==> src/rtl/fifo_pkg.sv <==
//==============================================================
// Package : fifo_pkg
// Desc    : Shared constants and index/count helpers for FIFO blocks
// Rev     : 1.0
//==============================================================
`default_nettype none

package fifo_pkg;

  localparam int MAX_PORTS = 8;

  // Wraps by conditional subtraction so depth need not be a power of two.
  // Assumes base < depth and offset <= depth.
  function automatic int unsigned mod_add(input int unsigned base,
                                          input int unsigned offset,
                                          input int unsigned depth);
    int unsigned sum;
    sum = base + offset;
    return (sum >= depth) ? (sum - depth) : sum;
  endfunction

  function automatic logic [3:0] popcount(input logic [MAX_PORTS-1:0] vec);
    logic [3:0] cnt;
    cnt = '0;
    for (int i = 0; i < MAX_PORTS; i++) begin
      cnt = cnt + {3'b000, vec[i]};
    end
    return cnt;
  endfunction

endpackage

`default_nettype wire

==> src/rtl/write_packer_if.sv <==
//==============================================================
// Interface : write_packer_if
// Desc      : Lane input beat and compacted write-port bus
// Rev       : 1.0
//==============================================================
`default_nettype none

interface write_packer_if #(
  parameter int WIDTH = 8,
  parameter int LANES = 4
);
  localparam int CW = $clog2(LANES + 1);

  logic [LANES-1:0]            in_valid;
  logic [LANES-1:0][WIDTH-1:0] in_data;
  logic                        in_ready;
  logic [LANES-1:0][WIDTH-1:0] out_data;
  logic [CW-1:0]               out_count;
  logic [CW-1:0]               out_take;

  modport master (
    output in_valid, in_data, out_take,
    input  in_ready, out_data, out_count
  );

  modport slave (
    input  in_valid, in_data, out_take,
    output in_ready, out_data, out_count
  );
endinterface

`default_nettype wire

==> src/rtl/lane_compact.sv <==
//==============================================================
// Module : lane_compact
// Desc   : Removes gaps from a sparse lane beat via running prefix sum
// Rev    : 1.0
//==============================================================
`default_nettype none

module lane_compact
  import fifo_pkg::*;
#(
  parameter int WIDTH = 8,
  parameter int LANES = 4
) (
  input  logic [LANES-1:0]               in_valid,
  input  logic [LANES-1:0][WIDTH-1:0]    in_data,
  output logic [LANES-1:0][WIDTH-1:0]    comp_data,
  output logic [$clog2(LANES+1)-1:0]     push_cnt
);
  localparam int CW = $clog2(LANES + 1);

  // Each valid lane lands in the slot given by the number of valid lanes below it.
  always_comb begin : comb_compact
    logic [CW-1:0] w_pos;
    comp_data = '0;
    w_pos     = '0;
    for (int i = 0; i < LANES; i++) begin
      if (in_valid[i]) begin
        for (int j = 0; j < LANES; j++) begin
          if (w_pos == CW'(j)) begin
            comp_data[j] = in_data[i];
          end
        end
      end
      w_pos = w_pos + CW'(in_valid[i]);
    end
    push_cnt = w_pos;
  end

endmodule

`default_nettype wire

==> src/rtl/write_packer.sv <==
//==============================================================
// Module : write_packer
// Desc   : Packs sparse lane beats into a ring feeding FIFO write ports
// Rev    : 1.0
//==============================================================
`default_nettype none

module write_packer
  import fifo_pkg::*;
#(
  parameter int WIDTH       = 8,
  parameter int LANES       = 4,
  parameter int STAGE_DEPTH = 2 * LANES
) (
  input  logic                               clk,
  input  logic                               srst,
  write_packer_if.slave                      bus,
  output logic [$clog2(STAGE_DEPTH+1)-1:0]   level,
  output logic                               take_err
);
  localparam int CW = $clog2(LANES + 1);
  localparam int IW = $clog2(STAGE_DEPTH);
  localparam int LW = $clog2(STAGE_DEPTH + 1);

  logic [WIDTH-1:0]            r_ring [STAGE_DEPTH];
  logic [IW-1:0]               r_head;
  logic [IW-1:0]               r_tail;
  logic [LW-1:0]               r_count;
  logic                        r_take_err;

  logic [LANES-1:0][WIDTH-1:0] w_comp_data;
  logic [CW-1:0]               w_push_cnt;
  logic [CW-1:0]               w_out_count;
  logic [CW-1:0]               w_take;
  logic                        w_ready;
  logic                        w_push;
  logic                        w_over;

  lane_compact #(
    .WIDTH (WIDTH),
    .LANES (LANES)
  ) u_lane_compact (
    .in_valid  (bus.in_valid),
    .in_data   (bus.in_data),
    .comp_data (w_comp_data),
    .push_cnt  (w_push_cnt)
  );

  // Readiness looks only at registered occupancy, so a same-cycle take never helps.
  assign w_ready     = !srst && (r_count <= LW'(STAGE_DEPTH - LANES));
  assign w_push      = w_ready && (|bus.in_valid);
  assign w_out_count = (r_count >= LW'(LANES)) ? CW'(LANES) : CW'(r_count);
  assign w_over      = bus.out_take > w_out_count;
  assign w_take      = w_over ? w_out_count : bus.out_take;

  always_comb begin
    bus.out_data = '0;
    for (int k = 0; k < LANES; k++) begin
      if (CW'(k) < w_out_count) begin
        bus.out_data[k] = r_ring[IW'(mod_add(32'(r_head), k, STAGE_DEPTH))];
      end
    end
  end

  assign bus.in_ready  = w_ready;
  assign bus.out_count = w_out_count;
  assign level         = r_count;
  assign take_err      = r_take_err;

  always_ff @(posedge clk) begin
    if (srst) begin
      r_head     <= '0;
      r_tail     <= '0;
      r_count    <= '0;
      r_take_err <= 1'b0;
    end else begin
      r_head  <= IW'(mod_add(32'(r_head), 32'(w_take), STAGE_DEPTH));
      r_count <= r_count - LW'(w_take) + (w_push ? LW'(w_push_cnt) : '0);
      if (w_push) begin
        r_tail <= IW'(mod_add(32'(r_tail), 32'(w_push_cnt), STAGE_DEPTH));
      end
      if (w_over) begin
        r_take_err <= 1'b1;
      end
    end
  end

  // Storage is not reset; reset only rewinds the pointers.
  always_ff @(posedge clk) begin
    for (int k = 0; k < LANES; k++) begin
      if (w_push && (CW'(k) < w_push_cnt)) begin
        r_ring[IW'(mod_add(32'(r_tail), k, STAGE_DEPTH))] <= w_comp_data[k];
      end
    end
  end

endmodule

`default_nettype wire

==> src/flat_wrapper.sv <==
// flat-port wrapper written by rule: the top's interface ports become plain ports
module write_packer_flat import fifo_pkg::*;
#(
  parameter int WIDTH       = 8,
  parameter int LANES       = 4,
  parameter int STAGE_DEPTH = 2 * LANES
)
  (clk, srst, level, take_err, bus_in_valid, bus_in_data, bus_out_take, bus_in_ready, bus_out_data, bus_out_count);
  write_packer_if #(.WIDTH(WIDTH), .LANES(LANES)) bus_i ();
  input  logic clk;
  input  logic srst;
  output logic [$clog2(STAGE_DEPTH+1)-1:0] level;
  output logic take_err;
  input wire logic [$bits(bus_i.in_valid)-1:0] bus_in_valid;
  input wire logic [$bits(bus_i.in_data)-1:0] bus_in_data;
  input wire logic [$bits(bus_i.out_take)-1:0] bus_out_take;
  output wire logic [$bits(bus_i.in_ready)-1:0] bus_in_ready;
  output wire logic [$bits(bus_i.out_data)-1:0] bus_out_data;
  output wire logic [$bits(bus_i.out_count)-1:0] bus_out_count;
  assign bus_i.in_valid = bus_in_valid;
  assign bus_i.in_data = bus_in_data;
  assign bus_i.out_take = bus_out_take;
  assign bus_in_ready = bus_i.in_ready;
  assign bus_out_data = bus_i.out_data;
  assign bus_out_count = bus_i.out_count;
  write_packer #(.WIDTH(WIDTH), .LANES(LANES), .STAGE_DEPTH(STAGE_DEPTH)) u_core (.clk(clk), .srst(srst), .bus(bus_i), .level(level), .take_err(take_err));
endmodule
==> config.mk <==
export PLATFORM = sky130hd
export DESIGN_NAME = write_packer_flat
export DESIGN_NICKNAME = d
export VERILOG_FILES = /design/src/rtl/fifo_pkg.sv /design/src/rtl/write_packer_if.sv /design/src/rtl/lane_compact.sv /design/src/rtl/write_packer.sv /design/src/flat_wrapper.sv
export SDC_FILE = /design/constraint.sdc
export NUM_CORES = 1
export LEC_CHECK = 0
export CAP_MARGIN = 20
export CELL_PAD_IN_SITES_DETAIL_PLACEMENT = 1
export CELL_PAD_IN_SITES_GLOBAL_PLACEMENT = 2
export CORE_MARGIN = 3
export CORE_UTILIZATION = 40
export CTS_CLUSTER_SIZE = 24
export DETAILED_ROUTE_END_ITERATION = 10
export MAX_ROUTING_LAYER = met4
export PLACE_DENSITY_LB_ADDON = 0.15
export SYNTH_ARGS = -nofsm -noshare
export SYNTH_HDL_FRONTEND = slang
export SYNTH_HIERARCHICAL = 1
export SYNTH_SLANG_ARGS = --single-unit
==> constraint.sdc <==
create_clock -name clk -period 7.55 [get_ports clk]
set_input_delay 1.51 -clock clk [delete_from_list [all_inputs] [get_ports clk]]
set_output_delay 1.51 -clock clk [all_outputs]
set_load 0.1 [all_outputs]
Word-level counts from Yosys, hierarchy flattened --
Memory sizes are Yosys's and may differ from the RTL's. Cells that the tools add are included.
Storage, ports and cells: memory bits (writable) 64, input bits 41, output and inout port bits 41, register bits after elaboration 11, word-level logic and storage cells 105, memories kept 1
Cells by class: muxes and demuxes 39, magnitude comparators 21, reduce and logical (&&, ||, !) cells 11, equality and inequality tests 6, $add $sub $neg 23
Memory list:
- u_core.r_ring | words 8, bits a word 8, read ports 4, clocked after Yosys merged registers in 0, write ports 4, RTL line write_packer.sv:25 | logic [WIDTH-1:0] r_ring [STAGE_DEPTH];
Operators with widths (number):
- 8-bit 2-to-1 mux | 15
- 32-bit 2-to-1 mux | 2
- 3-bit 2-to-1 mux | 13
- 4-bit greater-or-equal comparator (second input constant) | 8
- 3-bit by 1-bit subtractor with 3-bit output (second input constant) | 10
- 3-bit by 2-bit adder with 4-bit output (second input constant) | 4
- 16-bit 2-to-1 mux | 1
- 1-bit by 3-bit less-than comparator with 1-bit output (first input constant) | 4
- 2-bit by 3-bit less-than comparator with 1-bit output (first input constant) | 4
- 3-bit zero test | 3
- 3-bit by 1-bit adder with 4-bit output (second input constant) | 2
- 3-bit by 3-bit adder with 4-bit output | 2
- 3-bit by 4-bit greater-or-equal comparator with 1-bit output (second input constant) | 2
- 1-bit 2-to-1 mux | 8
- 3-bit by 2-bit equality test with 1-bit output (second input constant) | 2
- 1-bit logical AND | 6
- 4-bit adder | 1
- 2-bit equality test (second input constant) | 2
- 4-bit by 3-bit greater-or-equal comparator with 1-bit output (second input constant) | 1
- 4-bit by 3-bit <= comparator with 1-bit output (second input constant) | 1
- 4-bit OR reduction | 1
- 4-bit by 3-bit subtractor with 4-bit output | 1
- 2-bit by 1-bit adder with 3-bit output | 1
- 3-bit by 1-bit adder with 3-bit output | 1
- 5 further kinds | 5

Depth between registers and ports, before layout --
depth after elaboration 7, mapped depth 18, mapped depth without buffers 16

Modules after synthesis --
Netlist, hierarchy kept.
Modules (own cells, without submodules):
- write_packer | area each 7454.6 µm², sequential area each 2142.1 µm², cells each 769, times used 1
- lane_compact | area each 1018.5 µm², sequential area each 0.0 µm², cells each 131, times used 1

Worst setup path before layout --
Ideal clock, no wire load.
kind flip-flop to output port, start register u_core.r_count[3] (netlist: u_core/level[3]), end output bus_out_data[22], data required time 6.040 ns, cell stages (with the launch flop) 5, path buffers 1, arrival 4.100 ns, setup slack 1.940 ns, cell sequence dfxtp_1 or2_2 clkbuf_1 a21oi_1 a21oi_1
On the way: cells in the longest elaborated chain, start to end 4
RTL lines:
- start, declared | RTL line write_packer.sv:28 | logic [LW-1:0] r_count;
- start signal, assigned | RTL line write_packer.sv:78 | r_count <= r_count - LW'(w_take) + (w_push ? LW'(w_push_cnt) : '0);
- 4-bit by 3-bit greater-or-equal comparator with 1-bit output | RTL line write_packer.sv:52 | assign w_out_count = (r_count >= LW'(LANES)) ? CW'(LANES) : CW'(r_count);
- 3-bit 2-to-1 mux | RTL line write_packer.sv:52
- via bus_out_count[2] | RTL line flat_wrapper.sv:19 | output wire logic [$bits(bus_i.out_count)-1:0] bus_out_count;
- 2-bit by 3-bit less-than comparator with 1-bit output | RTL line write_packer.sv:59 | if (CW'(k) < w_out_count) begin
- 8-bit 2-to-1 mux | RTL line write_packer.sv:59
- end, declared | RTL line flat_wrapper.sv:18 | output wire logic [$bits(bus_i.out_data)-1:0] bus_out_data;
The timed path passes the listed nets, and every way through them passes these cells.

==> results.sh <==
export IMPL_status="finished, final reports clean"
export IMPL_drt_wl_total_um=35900
export IMPL_synth_nets=965
export IMPL_seqPwrFrac=0.159
export IMPL_clock_sinks=75
export IMPL_synthToLayoutAreaGrowth_pct=14.9
export IMPL_dp_hpwl_um=26900
export IMPL_synth_edff_count=64
export IMPL_fin_crit_ns=6.17
export IMPL_slew_viol_final=0
export IMPL_die_w_um=152
export IMPL_p_int_uw=1840
export IMPL_hp_class="reg2reg"
export IMPL_drtIter0Drc=741
export IMPL_wl_per_cell_um=29.4
export IMPL_dp_slack_ns=1.12
export IMPL_r2r_cells=14
export IMPL_syn_inst=900
export IMPL_first_global_vias=8510
export IMPL_critPathRequiredTime_ns=7.55
export IMPL_cp_slowest_cell="fa_1"
export IMPL_fmax_mhz=162
export IMPL_clockPowerShare=0.098
export IMPL_grt_overflow=0
export IMPL_grt_pass1_wl_um=53500
export IMPL_final_setup_skew_ns=0.00620
export IMPL_synth_common_cells="100 x nand2_1, 90 x o21ai_0, 73 x nor2_1"
export IMPL_switching_share=0.583
export IMPL_start_util=0.413
export IMPL_end_kind="flip-flop"
export IMPL_vias=8350
export IMPL_rrSetupSlack_ns=3.27
export IMPL_drc_errors=0
export IMPL_switchingPower_uw=2570
export IMPL_worstMarginPinSlew_ns=1.16
export IMPL_dieArea_um2=23000
export IMPL_nFillCells=2288
export IMPL_antenna_found_initial=0
export IMPL_synth_top_area_share=0.227
export IMPL_postRouteAntennaNets=0
export IMPL_crit_cells=13
export IMPL_finalHoldViolCount=0
export IMPL_drive_gt1_frac=0.177
export IMPL_setup_tns_ns=0
export IMPL_insertedDiodeCount=0
export IMPL_gp_congestion=0.968
export IMPL_core_rowCount=52
export IMPL_crit_path_cell_trace="clkdlybuf4s50_1 -> buf_4 -> inv_1 -> fa_1 -> inv_1 -> ha_1 -> nor2b_1 -> xnor2_1 -> or2_2 -> nand4_2 -> nor3_2 -> a211oi_1 -> nand2_1"
export IMPL_peakVddDrop_mv=0.254
export IMPL_drtPass1Iterations=6
export IMPL_finalWorstSetupSlack_ns=1.38
export IMPL_timing_final_crit_share=0.817
export IMPL_path_delay_family="simple AND/OR/NAND/NOR gates"
export IMPL_synth_largest_area_cell="edfxtp_1"
export IMPL_ios=82
export IMPL_leakage_uw=0.00346
export IMPL_critPathArrivalTime_ns=6.16
export IMPL_synth_warnings=6
export IMPL_cap_violations=0
export IMPL_io_buffers=81
export IMPL_avgSynthCellArea_um2=9.41
export IMPL_synth_distinct_cells=66
export IMPL_cpPeakStageDelay_ns=0.67
export IMPL_ys_ff_latch=75
export IMPL_p_comb_frac=0.744
export IMPL_worstSetupPathType="in2reg"
export IMPL_grt_max_degree=48
export IMPL_viasPerCell=6.84
export IMPL_startpoint_type="input pin"
export IMPL_finalSetupViolCount=0
export IMPL_cp_max_fo=29
export IMPL_hold_buffers=0
export IMPL_synth_most_common_cell="nand2_1"
export IMPL_cts_repair_resized=0
export IMPL_synth_seq_area_share=0.253
export IMPL_grt_use_total=0.324
export IMPL_insertion_delay_ns=0.35
export IMPL_crit_buf_inv=4
export IMPL_path_common_cell="inv_1"
export IMPL_syn_cell_area_um2=8470
export IMPL_synth_area_top_cells="edfxtp_1 23%, mux4_2 17%, mux2i_1 6.0%"
export IMPL_clockBufferDepth=2
export IMPL_cts_root_buf="clkbuf_16"
export IMPL_cts_buffers=9
export IMPL_num_nets_final=1010
export IMPL_core_area_um2=20500
export IMPL_holdPathStages=2
export IMPL_synth_ff_type="edfxtp_1"
export IMPL_post_cts_buffers=0
export IMPL_htree_levels=3
export IMPL_slew_headroom=0.218
export IMPL_clk_pin_slew_worst_paths_ns=0.06
export IMPL_rsz0062_at_grt="no"
export IMPL_ys_async_sr_fraction=0
export IMPL_cts_tree="yes"
export IMPL_die_height_um=152
export IMPL_powerDensity_nw_per_um2=453
## flip-flops by register name (all words and copies together), names as in the netlist
name / count
u_core/level: 4
u_core/r_ring: 64
u_core/take_err: 1
u_core/r_head: 3
u_core/r_tail: 3
## routing by layer
layer | global-route usage | part of all wire | up-vias
met5 | - | 0 | -
met4 | 0.142 | 0.048 | 0
met3 | 0.0512 | 0.082 | 109
met2 | 0.508 | 0.46 | 460
met1 | 0.419 | 0.41 | 4209
li1 | - | - | 3572
## layout by cell type (no fill, tap or decap), drive strengths merged, types with 9 or more instances in the layout
master	n
edfxtp	64
nand3b	9
mux4	64
o2bb2ai	24
mux2i	51
nor3	9
o21ai	106
dfxtp	11
o31ai	16
inv	37
a211oi	14
and3	41
clkdlybuf4s50	73
xnor2	10
ha	18
nand3	45
o221a	16
buf	34
a21oi	12
nand2	100
clkbuf	10
nor2	73
nand4	9
## final timing paths
path,endpoint,from
worst min-delay path,u_core/take_err,u_core/take_err
worst max-delay path,u_core/r_ring[4][4],bus_in_valid[0]
worst max register to register,u_core/level[3],u_core/level[3]
worst min register to register,u_core/take_err,u_core/take_err
## per-stage QoR
step           cells  instance area (µm²)  hold slack [ns]   util  power, µW
4_1_cts         1220                 9740            0.480  0.475       4410
2_1_floorplan    900                 8470            0.521      -       3180
3_5_place_dp    1204                 9440            0.466  0.461       3980
5_1_grt         1220                 9740            0.509  0.475       4610
6_report        1220                 9740            0.471  0.475       4410
3_3_place_gp    1203                 9440            0.453  0.460       3880
## kinds of logic after synthesis
family                   share of synthesized area
AO/OA/AOI/OAI                                0.192
XOR/XNOR                                    0.0154
adder cells (fa/ha/maj)                     0.0408
buffers and inverters                       0.0595
flip-flops                                   0.253
multiplexers                                 0.241
AND/OR/NAND/NOR                              0.198
## final cells by class
class | count | area [µm²] | share of cell area
repair buffers | 107 | 986 | 0.101
multi-input cells | 715 | 5830 | 0.599
inverters | 37 | 139 | 0.0143
flip-flops and latches | 75 | 2150 | 0.220
well taps | 270 | 338 | 0.0347
clock buffers | 10 | 229 | 0.0235
clock inverters | 6 | 63.8 | 0.00655
## power groups by stage
stage / Clock [µW] / Sequential (µW) / Combinational [µW]
3_5_place_dp: 0 / 705 / 3270
4_1_cts: 436 / 696 / 3280
6_report: 430 / 700 / 3280
5_1_grt: 454 / 711 / 3450
3_3_place_gp: 0 / 694 / 3190
2_1_floorplan: 0 / 690 / 2490
## worst min-delay path: cells and delay by family, from the launching register on
family	cells	cell delay [ns]
and+or+nand+nor	2	0.11
DFF	1	0.33
(Power assumes the default switching activity.)
==> RTL edit, RTL diff (config.mk and constraints unchanged) <==
Make the reset (`srst`) asynchronous in one clocked block.
--- a/src/rtl/write_packer.sv
+++ b/src/rtl/write_packer.sv
@@ -67,7 +67,7 @@
   assign level         = r_count;
   assign take_err      = r_take_err;
 
-  always_ff @(posedge clk) begin
+  always_ff @(posedge clk or posedge srst) begin
     if (srst) begin
       r_head     <= '0;
       r_tail     <= '0;
Check against the original RTL: not equivalent (Yosys sat finds a counterexample within 4 cycles, from zero or initial values and one cycle with srst high; the reset may be asserted at any time).
==> RTL edit against the original RTL <==
  * Routed wire length rose by 2.5%
  * First-iteration DRC count rose by 13%
  * Area after synthesis rose by 0.77%
  * Synthesized cell count rose by 3.7%
  * Worst setup slack got worse by 0.0017 ns
  * Sequential cell count did not move
  * Count of clock-buffer cells in the layout rose by 1
  * Design area rose by 0.53%
  * Non-clock buffer count fell by 5
  * Fmax barely moved
  * Critical path depth did not move
Power is left out: the tool's default activity adds up to more than one toggle a clock period on the data nets, which glitch-free logic cannot reach.
==> RTL edit: results (changes against the original RTL) <==
Seq area share = 22.49% (was 22.04%)
Hold path start = u_core/take_err$_DFFE_PP0N_ (was u_core/take_err$_SDFFE_PP0N_)
Final wirelength = 36750 µm (was 35860 µm)
Worst reg2reg startpoint = u_core/level[3]$_DFF_PP0_ (was u_core/level[3]$_SDFF_PP0_)
GP Congestion = 1.006 (was 0.9675)
Pre-CTS setup slack = 1.156 ns (was 1.115 ns)
Hold depth = 1 (was 2)
CP max-delay cell = clkdlybuf4s50_1 (was fa_1)
Initial antenna violation count = 2 (was 0)
CP max stage delay = 1.09 ns (was 0.67 ns)
CLK BUF = 11 (was 10)
Met3 global-route usage = 6.143% (was 5.116%)
Clock buf/inv share = 3.247% (was 3.007%)
Diode count = 2 (was 0)
Reg2reg setup slack = 3.41 ns (was 3.27 ns)
Area delta synth->final = 14.62% (was 14.90%)
Fraction of area in multi-input gates = 59.81% (was 59.93%)
Library cells used by synthesis = 53 (was 66)
Async set-or-reset flop fraction in the synthesized netlist = 14.67% (was 0%)
Gate Count Post-Synth = 933 (was 900)
Placed inst area = 9459 µm² (was 9443 µm²)
Status = finished, final reports clean (unchanged)
Drt first-iter violations = 837 (was 741)
Pre-Repair DR Iteration Count = 5 (was 6)
Logic inverters = 29 (was 37)
Met1 Track Usage GR = 42.58% (was 41.92%)
Comb_multi_in = 741 (was 715)
Worst-margin pin slew = 1.147 ns (was 1.162 ns)
First-pass GRT wire length = 56220 µm (was 53490 µm)
Layout Skew = 0.008500 ns (was 0.006203 ns)
Worst-path maximum fanout = 30 (was 29)
Post-DR vias/cell = 6.897 (was 6.844)
Seq/Total Area, Yosys = 25.73% (was 25.28%)
RR Endpoint = u_core/level[3]$_DFF_PP0_ (was u_core/level[3]$_SDFF_PP0_)
Pin count of the biggest net entering global routing = 74 (was 48)
Vias in the first global route = 8473 (was 8510)
# nets final = 1023 (was 1010)
M1 wire length = 15060 µm (was 14610 µm)
Buffers, non-clock = 102 (was 107)
Layout buffering overhead excluding clock cells = 9.844% (was 10.13%)
Synth area leaders = edfxtp_1 23%, mux4_2 17%, mux2i_1 5.7%, o21ai_0 5.6%, a22oi_1 4.6% (was edfxtp_1 23%, mux4_2 17%, mux2i_1 6.0%, o21ai_0 5.3%, nand2_1 4.4%)
Setup crit start = bus_in_valid[2] (was bus_in_valid[0])
CP endpoint = u_core/r_ring[4][0]$_DFFE_PP_ (was u_core/r_ring[4][4]$_DFFE_PP_)
Tot GR Track Use = 32.17% (was 32.44%)
Hold Worst Slack = 0.4697 ns (was 0.4706 ns)
-- RTL edit: changes by cell type after synthesis, moves of 14 or more --
cell and change:
a211oi_1 -14, a22o_1 +15, a22oi_1 +44, and3_1 -31, clkbuf_1 +18, nand3_1 -18
o21a_1 +22, o21ai_1 -15, o221a_2 -16, o22ai_1 +21
-- RTL edit: logic make-up (layout without fill, tap and decap cells) --
| group | after synthesis | count (layout) | share of synthesized area [%] |
|---|---|---|---|
| adder cells (fa/ha/maj) | 24 | 24 | 4.045 |
| buffers and inverters | 117 | 147 | 5.891 |
| AND/OR/NAND/NOR | 279 | 279 | 15.69 |
| XOR/XNOR | 15 | 15 | 1.539 |
| other | 0 | 2 | 0 |
| multiplexers | 122 | 122 | 23.68 |
| AO/OA/AOI/OAI | 301 | 301 | 23.42 |
| flip-flops | 75 | 75 | 25.73 |
